==> src/rtl/smg_scan_arb_zyq.sv <==
// Eight-digit multiplexed display scanner with a two-requester, frame-aligned buffer arbiter.
// Optional macro SMG_LEADZERO_BLANK_EN darkens leading-zero digits above digit 0.
module smg_scan_arb_zyq #(
   parameter int unsigned DIV   = 50000,
   parameter int unsigned BLANK = 4
) (
   input  logic        CLK,
   input  logic        RST,
   input  logic        req0,
   input  logic [31:0] data0,
   input  logic        req1,
   input  logic [31:0] data1,
   output logic        gnt0,
   output logic        gnt1,
   output logic [2:0]  sel,
   output logic [3:0]  nibble,
   output logic        blank,
   output logic        frame
);

   localparam logic [15:0] PMAX = 16'(DIV - 1);

   logic [15:0] pcnt;
   logic [31:0] disp_buf;
   logic        last_gnt;
   logic        fb;
   logic        pre_blank;
   logic [31:0] upper;

   // Prescaler and digit select
   always_ff @(posedge CLK or negedge RST) begin
      if (!RST) begin
         pcnt <= '0;
         sel  <= '0;
      end else if (pcnt == PMAX) begin
         pcnt <= '0;
         sel  <= sel + 3'd1;
      end else begin
         pcnt <= pcnt + 16'd1;
      end
   end

   assign fb    = (pcnt == PMAX) && (sel == 3'd7);
   assign frame = fb;

   // Grants are Mealy so the buffer swaps exactly at the frame-closing edge
   always_comb begin
      gnt0 = 1'b0;
      gnt1 = 1'b0;
      if (fb) begin
         if (req0 && req1) begin
            gnt0 = last_gnt;
            gnt1 = !last_gnt;
         end else begin
            gnt0 = req0;
            gnt1 = req1;
         end
      end
   end

   // last_gnt resets to 1 so requester 0 wins the first tie
   always_ff @(posedge CLK or negedge RST) begin
      if (!RST) begin
         disp_buf <= '0;
         last_gnt <= 1'b1;
      end else if (gnt0) begin
         disp_buf <= data0;
         last_gnt <= 1'b0;
      end else if (gnt1) begin
         disp_buf <= data1;
         last_gnt <= 1'b1;
      end
   end

   assign upper  = disp_buf >> {sel, 2'b00};
   assign nibble = upper[3:0];

   generate
      if (BLANK == 0) begin : g_no_blank
         assign pre_blank = 1'b0;
      end else begin : g_blank
         assign pre_blank = (pcnt < 16'(BLANK));
      end
   endgenerate

`ifdef SMG_LEADZERO_BLANK_EN
   // Digit is a leading zero when it and every higher nibble are zero
   assign blank = pre_blank || ((sel != 3'd0) && (upper == 32'd0));
`else
   assign blank = pre_blank;
`endif

endmodule
==> config.mk <==
export PLATFORM = sky130hd
export DESIGN_NAME = smg_scan_arb_zyq
export DESIGN_NICKNAME = d
export VERILOG_FILES = /design/src/rtl/smg_scan_arb_zyq.sv
export SDC_FILE = /design/constraint.sdc
export NUM_CORES = 1
export LEC_CHECK = 0
export BUFFER_PORTS_ARGS = -buffer_cell sky130_fd_sc_hd__clkbuf_2
export CAP_MARGIN = 25
export CORE_ASPECT_RATIO = 1.25
export CORE_UTILIZATION = 52
export CTS_BUF_LIST = sky130_fd_sc_hd__clkbuf_16
export CTS_CLUSTER_DIAMETER = 40
export DETAILED_ROUTE_END_ITERATION = 6
export GPL_TIMING_DRIVEN = 1
export PLACE_DENSITY = 0.8
export SLEW_MARGIN = 20
export SYNTH_ARGS = -nofsm -noshare
export SYNTH_HDL_FRONTEND = slang
export SYNTH_SLANG_ARGS = --single-unit
==> constraint.sdc <==
create_clock -name CLK -period 2.7 [get_ports CLK]
set_clock_uncertainty 0.2 [all_clocks]
set_input_delay 0.27 -clock CLK [delete_from_list [all_inputs] [get_ports CLK]]
set_output_delay 0.27 -clock CLK [all_outputs]
set_load 0.01 [all_outputs]
# == Word-level counts from Yosys, hierarchy flattened ==
# Index checks and enable logic that the tools add are counted.
# Widths: inputs -> output; s select.
# word_totals
output_inout_bits,11
reg_bits,52
in_bits,68
word_cells,23
# classes
shift,1
muxes,9
n_reduce_logical,4
n_eq_ne,2
magnitude_cmp,1
n_addsub,2
# op_table
cell,n
$mux 32,2
$shr 32x5->4,1
$add 16x1->16 const B,1
$eq 16x16->1 const B,1
$lt 16x3->1 const B,1
$mux 16,1
$mux 1,6
$add 3x1->3 const B,1
$eq 3x3->1 const B,1
$logic_and 1x1->1,2
$reduce_bool 2->1,1
$logic_not 1->1,1

# == Logic depth before layout (Yosys ltp) ==
# Gate-level depths: netlist of run 1.
# depth
ltp_word,5
ltp_mapped,8
mapped_depth_nobuf,6

# == Least setup slack after synthesis of run 1 ==
# OpenSTA, ideal clock, no wires.
# synth_timing
kind,reg2reg
from,register sel[0]
to,register disp_buf[0]
synth_period_minus_slack_ns,2.394
slack_ns,0.306
setup_time_ns,0.073
path_buffers,2
arrival_ns,2.121
required_time_ns,2.427
path_stages_with_launch,9
path_cell_list,dfrtp_1 -> ha_1 -> ha_1 -> or4b_1 -> or4_1 -> buf_2 -> a21oi_4 -> buf_6 -> a2bb2oi_2
# synth_between
elab_chain_cells,4
word_cells_on_any_way,6
classes_between,1 x eq/ne; 3 x mux; 2 x reduce/logical
# synth_lines
element,line,source
start: declaration,15,"output logic [2:0] sel,"
start signal: assignment,37,sel <= sel + 3'd1;
$eq 3x3->1 *,43,assign fb = (pcnt == PMAX) && (sel == 3'd7);
$logic_and 1x1->1 *,43,
$mux 1,50,if (fb) begin
$mux 32 or $reduce_bool 2->1 (tied branches),--,
end signal: assignment,67,disp_buf <= data0;
end signal: assignment,70,disp_buf <= data1;
end: declaration,24,logic [31:0] disp_buf;
# Mark *: on every way between the ends. The rest lies on a longest branch, timed or not.
# A chain may end at the register's enable or synchronous reset.

# == Worst setup path after layout of run 1 ==
# layout_timing
from,register sel[0]
to,output port gnt1
# layout_between
elab_chain_cells,3
# layout_lines
element,line,source
$eq 3x3->1,43,
$logic_and 1x1->1,43,
$mux 1,50,
end: declaration,14,"output logic gnt1,"
# Every way passes these cells.

==> results_dict.tcl, run 1 <==
set metrics [dict create \
    via_per_inst 6.02 \
    end_kind "primary output" \
    yosys_warnings 0 \
    finalMaxSlewViolations 0 \
    synth-main-ff-cell "dfrtp_1" \
    synthSimpleGateAreaFrac 0.111 \
    clk_pin_slew_ps 70 \
    grt_max_degree 53 \
    grt_pass1_vias 2292 \
    synth_fa_ha_area_frac 0.0132 \
    synth_seq_cells 52 \
    setup_ws_ps 45.7 \
    syn_nets 302 \
    hold_class "in2reg" \
    ys_types 38 \
    routabilityCongestion 0.866 \
    yosysTopAreaCell "dfrtp_1" \
    initialDrtViolationCount 135 \
    via_count 2262 \
    ant_nets 0 \
    drc 0 \
    synth-compound-area-share 0.254 \
    netlist_area_um2 2840 \
    outcome "completed" \
    cts_tree "done" \
    async_reset_ff_frac 1.00 \
    muxShareOfSynthArea 0.0867 \
    grt_pass1_wl_mm 10.7 \
    initial_utilization 0.551 \
    syn_area_per_cell_um2 12.3 \
    synthXorXnorAreaFrac 0.0370 \
    power_uw 1610 \
    hold_violations 0 \
    synth_top_family_by_area "compound AO/OA/AOI/OAI gates" \
    power_density_nw_per_um2 458 \
    yosysSeqAreaShare 0.458 \
    drive_above_1_share 0.481 \
    peakVddDrop_v 0.000368 \
    grt_usage 0.253 \
    syn_to_final_growth_pct 23.8 \
    cp.required_ps 2230 \
    rsz0062_at_grt "yes" \
    fmax_ghz 0.377 \
    antenna_cells 0 \
    io-pin-count 79 \
    layout_commonest_cell "clkbuf_2" \
    maxSlewHeadroom 0.567 \
    dieArea_um2 5770 \
    overflow 0 \
    root_buffer "clkbuf_16" \
    cts.sinks 52 \
    start_kind "flop" \
    antenna_found_initial 0 \
    worstSetupPathType "reg2out" \
    numCtsBuffers 5 \
    firstDrtPassIters 4 \
    maxCapViolations 0 \
    fp.coreArea_um2 5150 \
    clockBufferDepth 2 \
    period_needed_ps 2650 \
    power.leakage_uw 0.00153 \
    finalCritPeriodShare 0.983 \
    synth.area.top_cells "dfrtp_1 45%, a2bb2oi_2 16%, o22ai_1 7.0%" \
    netlist_instances 231 \
    fp-row-count 29 \
    crit_fanout 5 \
    htreeDepth 2 \
    worstMarginPinSlew_ps 649 \
    final.fill_count 378 \
    layout.nets 384 \
    die_y_um 84.6 \
    portBuffers 78 \
    synth_top_area_share 0.449 \
    die_w_um 68.1 \
    wl_per_cell_um 17.6 \
    synth_edf_count 0 \
    setup-violations-final 0 \
    routed_wl_mm 6.60 \
    cp.arrival_ps 2180 \
    place_hpwl_mm 4.63 \
    pre_cts_ws_ps 188 \
    layout_common_cells "78 x clkbuf_2, 51 x dfrtp_1, 32 x o22ai_1, 30 x a2bb2oi_2, 13 x buf_4" \
    clk-insertion-delay-late_ps 290 \
]
[what timing repair did]
item	4_1_cts	5_1_grt
gates cloned	0	0
buffers inserted	0	3
resized for setup	2	2
hold buffers	1	0
setup endpoints to repair	2	2
endpoints found under the hold margin	51	0
[per-stage QoR]
step,utilization,setup TNS [ps],cells,instance area (µm²),hold WS [ps]
2_1_floorplan,-,0,231,2840,-226
3_3_place_gp,0.647,0,364,3340,225
3_5_place_dp,0.647,0,364,3340,226
4_1_cts,0.677,0,373,3490,60.7
5_1_grt,0.683,-132,376,3520,68.5
6_report,0.683,0,376,3520,61.9
[flip-flops by register name (all words and copies together), names as in the netlist]
| name | cells |
|---|---|
| disp_buf | 32 |
| pcnt | 16 |
| sel | 3 |
| last_gnt | 1 |
[kinds of logic after synthesis]
group,after synthesis
flops,52
simple gates,56
buf+inv,23
mux,14
xor+xnor,12
compound gates,71
fa+ha+maj,3
[cells in the mapped netlist, types with 2 or more instances]
cell / instances
a2bb2oi_1: 2
nor2_1: 10
buf_6: 3
buf_2: 4
nor3_1: 2
dfrtp_1: 51
and2_1: 3
o22ai_1: 32
clkbuf_1: 11
xnor2_1: 6
a2bb2oi_2: 30
nand2_1: 12
and4_1: 4
inv_1: 4
nand4_1: 6
nand3_1: 7
ha_1: 3
or3_1: 2
or4_1: 2
o21ai_0: 3
xor2_1: 6
mux2_2: 5
mux4_2: 8
[critical path, cell delays in order (launching register included)]
cell and delay [ps]:
dfrtp_1 360, ha_1 160, ha_1 150, or4b_1 420
or4_4 490, nor2_4 160, clkbuf_2 140
[power by group]
group	switching, µW	internal [µW]	leakage, µW
Clock	268	334	0.0000738
Sequential	19.6	805	0.000590
Combinational	84.6	99.7	0.000867
[per-layer routing]
metal / vias to the layer above / global-route usage / part of all wire
met4: 0 / 0.119 / 0.026
met5: - / 0 / 0
met3: 18 / 0.0557 / 0.060
met1: 1084 / 0.316 / 0.40
met2: 99 / 0.406 / 0.51
li1: 1061 / - / -
[area by class of cell]
class,instances,area (µm²),area share
Clock buffer,5,125,0.0356
Timing Repair Buffer,94,538,0.153
Tap cell,62,77.6,0.0220
Sequential cell,52,1300,0.370
Multi-Input combinational cell,156,1450,0.412
Inverter,4,15.0,0.00427
Clock inverter,3,11.3,0.00320
[final timing paths]
kind / from / end / slack [ps] / cells past startpoint
max: sel[0] / gnt1 / 50 / 6
min in group asynchronous: RST / pcnt[12] / 420 / 3
max in group asynchronous: RST / disp_buf[7] / 1430 / 3
min reg2reg: pcnt[0] / pcnt[0] / 290 / 1
max reg2reg: sel[0] / disp_buf[12] / 70 / 8
min: data1[4] / disp_buf[4] / 60 / 3
Power figures use the tool's default switching activity.
==> inputs of run 2 (changes only) <==
CORE_UTILIZATION = 54   (was 52)
CTS_BUF_LIST = sky130_fd_sc_hd__clkbuf_8   (was sky130_fd_sc_hd__clkbuf_16)
PLACE_DENSITY = 0.82   (was 0.8)
SETUP_SLACK_MARGIN = 0.15   (was default)
==> run 2 against run 1 <==
Compared with the run above: cell area is 1.7% higher; critical path type unchanged; register-to-register slack worse by 50 ps; core utilization is 2.2 points higher; sequential share of layout area is 0.63 points lower; via count hardly changed; sequential power hardly changed; clock-buffer cell count is 2 higher; fmax is 1.3% lower; critical endpoint unchanged; worst setup slack worse by 35 ps; largest power group unchanged; routed wire length is 6.9% higher.
==> results_dict.tcl, run 2 (synthesized netlist as in run 1, its figures left out) <==
set metrics [dict create \
    cp_cell_sequence "ha_2 > ha_4 > or4b_4 > or4_4 > nor2_2 > buf_2" \
    antenna_found_initial 0 \
    fin_setup_tns_ps 0 \
    worstMarginPinSlew_ps 579 \
    clk_pin_slew_ps 90 \
    portBuffers 78 \
    fp-row-count 29 \
    die_y_um 83.1 \
    fp.coreArea_um2 5080 \
    cp.required_ps 2230 \
    cts.sinks 52 \
    firstDrtPassIters 4 \
    worstSetupPathType "reg2out" \
    clk-insertion-delay-late_ps 310 \
    via_per_inst 6.04 \
    worstRegToRegCells 8 \
    cp.arrival_ps 2220 \
    routabilityCongestion 0.825 \
    hold_depth 3 \
    top_register "disp_buf" \
    slowest_stage "or4_4" \
    grt_pass1_vias 2195 \
    fmax_ghz 0.372 \
    max_stage_delay_ps 480 \
    ant_nets 0 \
    reg_top3 "disp_buf: 32 flops, pcnt: 16 flops, sel: 3 flops" \
    fin_cells 375 \
    initial_utilization 0.559 \
    syn_to_final_growth_pct 26.0 \
    clockBufferDepth 2 \
    grt_max_degree 33 \
    maxCapViolations 0 \
    power.leakage_uw 0.00153 \
    grt_usage 0.269 \
    finalMaxSlewViolations 0 \
    htreeDepth 2 \
    maxSlewHeadroom 0.614 \
    routed_wl_mm 7.06 \
    root_buffer "clkbuf_8" \
    wl_per_cell_um 18.8 \
    place_inst 362 \
    period_needed_ps 2690 \
    grt_pass1_wl_mm 11.0 \
    io-pin-count 79 \
    outcome "completed" \
    dpl-instance-area_um2 3320 \
    cts_tree "done" \
    place_hpwl_mm 4.52 \
    setup-violations-final 0 \
    layout_commonest_cell "clkbuf_2" \
    start_kind "flop" \
    power_density_nw_per_um2 444 \
    die_w_um 66.9 \
    end_kind "primary output" \
    drc 0 \
    via_count 2264 \
    overflow 0 \
    crit_fanout 4 \
    drive_above_1_share 0.505 \
    peakVddDrop_v 0.000399 \
    largest_reg_flops 32 \
    rsz0062_at_grt "yes" \
    dieArea_um2 5560 \
    hold_class "in2reg" \
    numCtsBuffers 5 \
    finalCritPeriodShare 0.996 \
    layout_common_cells "75 x clkbuf_2, 51 x dfrtp_1, 32 x o22ai_1, 32 x a2bb2oi_2, 12 x nand2_1" \
    antenna_cells 0 \
    layout.nets 383 \
    stdcell_area_um2 3580 \
    hold_violations 0 \
    initialDrtViolationCount 134 \
]
run 2: cell types whose count changed in the layout (fill, tap and decap cells not counted), sizes merged:
cell / change
bufinv: +1
clkbuf: +1
clkinv: -1
inv: -2
run 2: power breakdown:
group | switching (µW) | total (µW) | internal, µW
Clock | 250 | 577 | 327
Sequential | 21.5 | 825 | 804
Combinational | 85.1 | 186 | 101
run 2: path summary, 6_finish.rpt:
check	start	to	slack (ps)
min in group asynchronous	RST	pcnt[7]	280
hold reg to reg	pcnt[0]	pcnt[0]	300
setup reg to reg	sel[0]	disp_buf[9]	20
max in group asynchronous	RST	disp_buf[1]	1240
hold / removal	data1[17]	disp_buf[17]	40
setup / recovery	sel[0]	gnt1	10
run 2: area by class of cell:
| cell class | instances | area, µm² |
|---|---|---|
| clock buffer | 7 | 96.3 |
| clock inverter | 1 | 30.0 |
| fill | 337 | 1500 |
| inverter | 4 | 15.0 |
| multi-input combinational | 156 | 1480 |
| sequential | 52 | 1300 |
| tap | 62 | 77.6 |
| timing repair buffer | 93 | 583 |
run 2: metal layers:
metal	GRT usage	up-vias	share of wire
met5	0	-	0
met3	0.0453	10	0.037
met2	0.444	71	0.51
met4	0.103	0	0.023
met1	0.348	1121	0.43
li1	-	1062	-
run 2: worst max-delay path: cells and delay by family (launching register included):
family | cells | cell delay [ps]
AND/OR/NAND/NOR | 3 | 1060
flip-flops | 1 | 370
adder cells (fa/ha/maj) | 2 | 320
buffers and inverters | 1 | 150
run 2: metrics by stage:
stage	utilization	setup WS, ps	hold slack (ps)	power, µW
2_1_floorplan	-	306	-226	931
3_3_place_gp	0.654	243	88.0	1010
3_5_place_dp	0.654	156	98.8	1020
4_1_cts	0.690	49.7	28.4	1600
5_1_grt	0.705	-35.7	37.6	1650
6_report	0.705	10.5	36.3	1590
run 2: repair_timing:
| item | in CTS | in global routing |
|---|---|---|
| setup buffers | 1 | 0 |
| gates cloned | 1 | 2 |
| hold buffers | 1 | 0 |
| hold endpoints to repair | 21 | 0 |
| setup endpoints to repair | 4 | 35 |
| pin swaps | 0 | 1 |
| gates resized for setup | 3 | 14 |
==> inputs of run 3 (changes only) <==
CELL_PAD_IN_SITES_DETAIL_PLACEMENT = 1   (was default)
CELL_PAD_IN_SITES_GLOBAL_PLACEMENT = 2   (was default)
CORE_UTILIZATION = 35   (was 54)
PLACE_DENSITY = default   (was 0.82)
PLACE_DENSITY_LB_ADDON = 0.1   (was default)
==> run 3 against run 2 <==
Compared with the run above: die area rose by 53%; highest routed layer unchanged; sequential cell count unchanged; via count is the same; hold slack barely moved; core utilization is 23 points lower; non-clock buffer count rose by 6; sequential share of layout area is 1.1 points lower; cell area grew 3.1%; critical path depth unchanged; power is 2.1% lower; first-iteration DRC count fell by 52%; largest power group unchanged; register-to-register slack better by 20 ps.
==> results_dict.tcl, run 3 (synthesized netlist as in run 1, its figures left out) <==
set metrics [dict create \
    outcome "completed" \
    layout.nets 389 \
    maxCapViolations 0 \
    drc 0 \
    fin_setup_tns_ps 0 \
    via_per_inst 5.47 \
    power.leakage_uw 0.00156 \
    root_buffer "clkbuf_8" \
    routabilityCongestion 0.734 \
    dpl-instance-area_um2 3400 \
    cts.sinks 52 \
    finalMaxSlewViolations 0 \
    layout_commonest_cell "clkbuf_2" \
    clk-insertion-delay-late_ps 310 \
    setup-violations-final 0 \
    slowest_stage "or4_4" \
    htreeDepth 2 \
    rsz0062_at_grt "yes" \
    grt_pass1_wl_mm 12.1 \
    fp.coreArea_um2 7840 \
    hold_ws_ps 35.9 \
    firstDrtPassIters 4 \
    die_y_um 103 \
    grt_max_degree 53 \
    worstSetupPathType "reg2out" \
    dieArea_um2 8490 \
    max_stage_delay_ps 500 \
    largest_reg_flops 32 \
    initial_utilization 0.363 \
    antenna_found_initial 0 \
    hold_class "in2reg" \
    portBuffers 78 \
    layout_common_cells "76 x clkbuf_2, 51 x dfrtp_1, 32 x o22ai_1, 32 x a2bb2oi_2, 13 x buf_4" \
    cp.required_ps 2230 \
    grt_pass1_vias 2382 \
    routed_wl_mm 7.97 \
    antenna_cells 0 \
    peakVddDrop_v 0.000231 \
    hold_violations 0 \
    numCtsBuffers 5 \
    end_kind "primary output" \
    worstMarginPinSlew_ps 706 \
    finalCritPeriodShare 0.997 \
    initialDrtViolationCount 64 \
    die_w_um 82.6 \
    place_hpwl_mm 5.35 \
    maxSlewHeadroom 0.529 \
    fp-row-count 36 \
    clk_pin_slew_ps 100 \
    reg_top3 "disp_buf: 32 flops, pcnt: 16 flops, sel: 3 flops" \
    clockBufferDepth 2 \
    grt_usage 0.197 \
    stdcell_area_um2 3690 \
    fmax_ghz 0.372 \
    wl_per_cell_um 19.3 \
    start_kind "flop" \
    power_density_nw_per_um2 421 \
    crit_fanout 5 \
    period_needed_ps 2690 \
    setup_ws_ps 9.06 \
    top_register "disp_buf" \
    syn_to_final_growth_pct 29.9 \
    ant_nets 0 \
    cp_cell_sequence "ha_2 > ha_4 > or4b_4 > or4_4 > nor2_4 > buf_6" \
    overflow 0 \
    drive_above_1_share 0.511 \
    power_uw 1560 \
    crit_family "simple AND/OR/NAND/NOR gates" \
    path_buf_inv 1 \
    io-pin-count 79 \
    cp.arrival_ps 2220 \
    via_count 2264 \
    cts_tree "done" \
    pre_cts_ws_ps 123 \
]
[run 3: cell count changes in the layout (fill, tap and decap cells not counted), sizes merged]
cell	before	now
clkinv	0	1
inv	4	5
buf	15	20
clkbuf	84	83
[run 3: repair_timing]
| item | CTS | global route |
|---|---|---|
| pin swaps | 0 | 1 |
| setup endpoints to repair | 30 | 35 |
| hold buffers | 1 | 0 |
| endpoints found under the hold margin | 51 | 0 |
| gates cloned | 1 | 2 |
| resized for setup | 5 | 14 |
| setup buffers | 2 | 2 |
[run 3: worst min-delay path: cells and delay by family]
kind | cells | cell delay (ps)
AO/OA/AOI/OAI | 2 | 160
buffers and inverters | 1 | 70
[run 3: worst paths after layout]
check | from | end | slack [ps] | cells after the start
worst max-delay path | sel[1] | gnt1 | 9 | 6
worst min-delay path | data1[25] | disp_buf[25] | 40 | 3
worst max register to register | sel[1] | disp_buf[15] | 40 | 9
worst min register to register | pcnt[0] | pcnt[0] | 290 | 1
max in group asynchronous | RST | disp_buf[5] | 1390 | 3
min in group asynchronous | RST | pcnt[3] | 400 | 3
[run 3: final cells by class]
class	instances	area, µm²
clock buffers	5	68.8
clock inverters	3	38.8
fillers	882	4150
inverters	4	15.0
multi-input cells	156	1490
flip-flops and latches	52	1300
well taps	95	119
repair buffers	99	661
[run 3: report_power, final]
| group | internal [µW] | switching, µW | total, µW |
|---|---|---|---|
| registers | 804 | 19.7 | 824 |
| clock network | 272 | 269 | 542 |
| logic | 103 | 86.9 | 190 |
[run 3: per-stage QoR]
stage / std cells / utilization
4_1_cts: 410 / 0.456
3_3_place_gp: 398 / 0.433
6_report: 414 / 0.471
5_1_grt: 414 / 0.471
3_5_place_dp: 398 / 0.433
2_1_floorplan: 231 / -
[run 3: per-layer routing]
layer | share of wire | global-route usage
met1 | 0.42 | 0.227
met2 | 0.53 | 0.364
met3 | 0.031 | 0.0310
met4 | 0.022 | 0.0690
met5 | 0 | 0
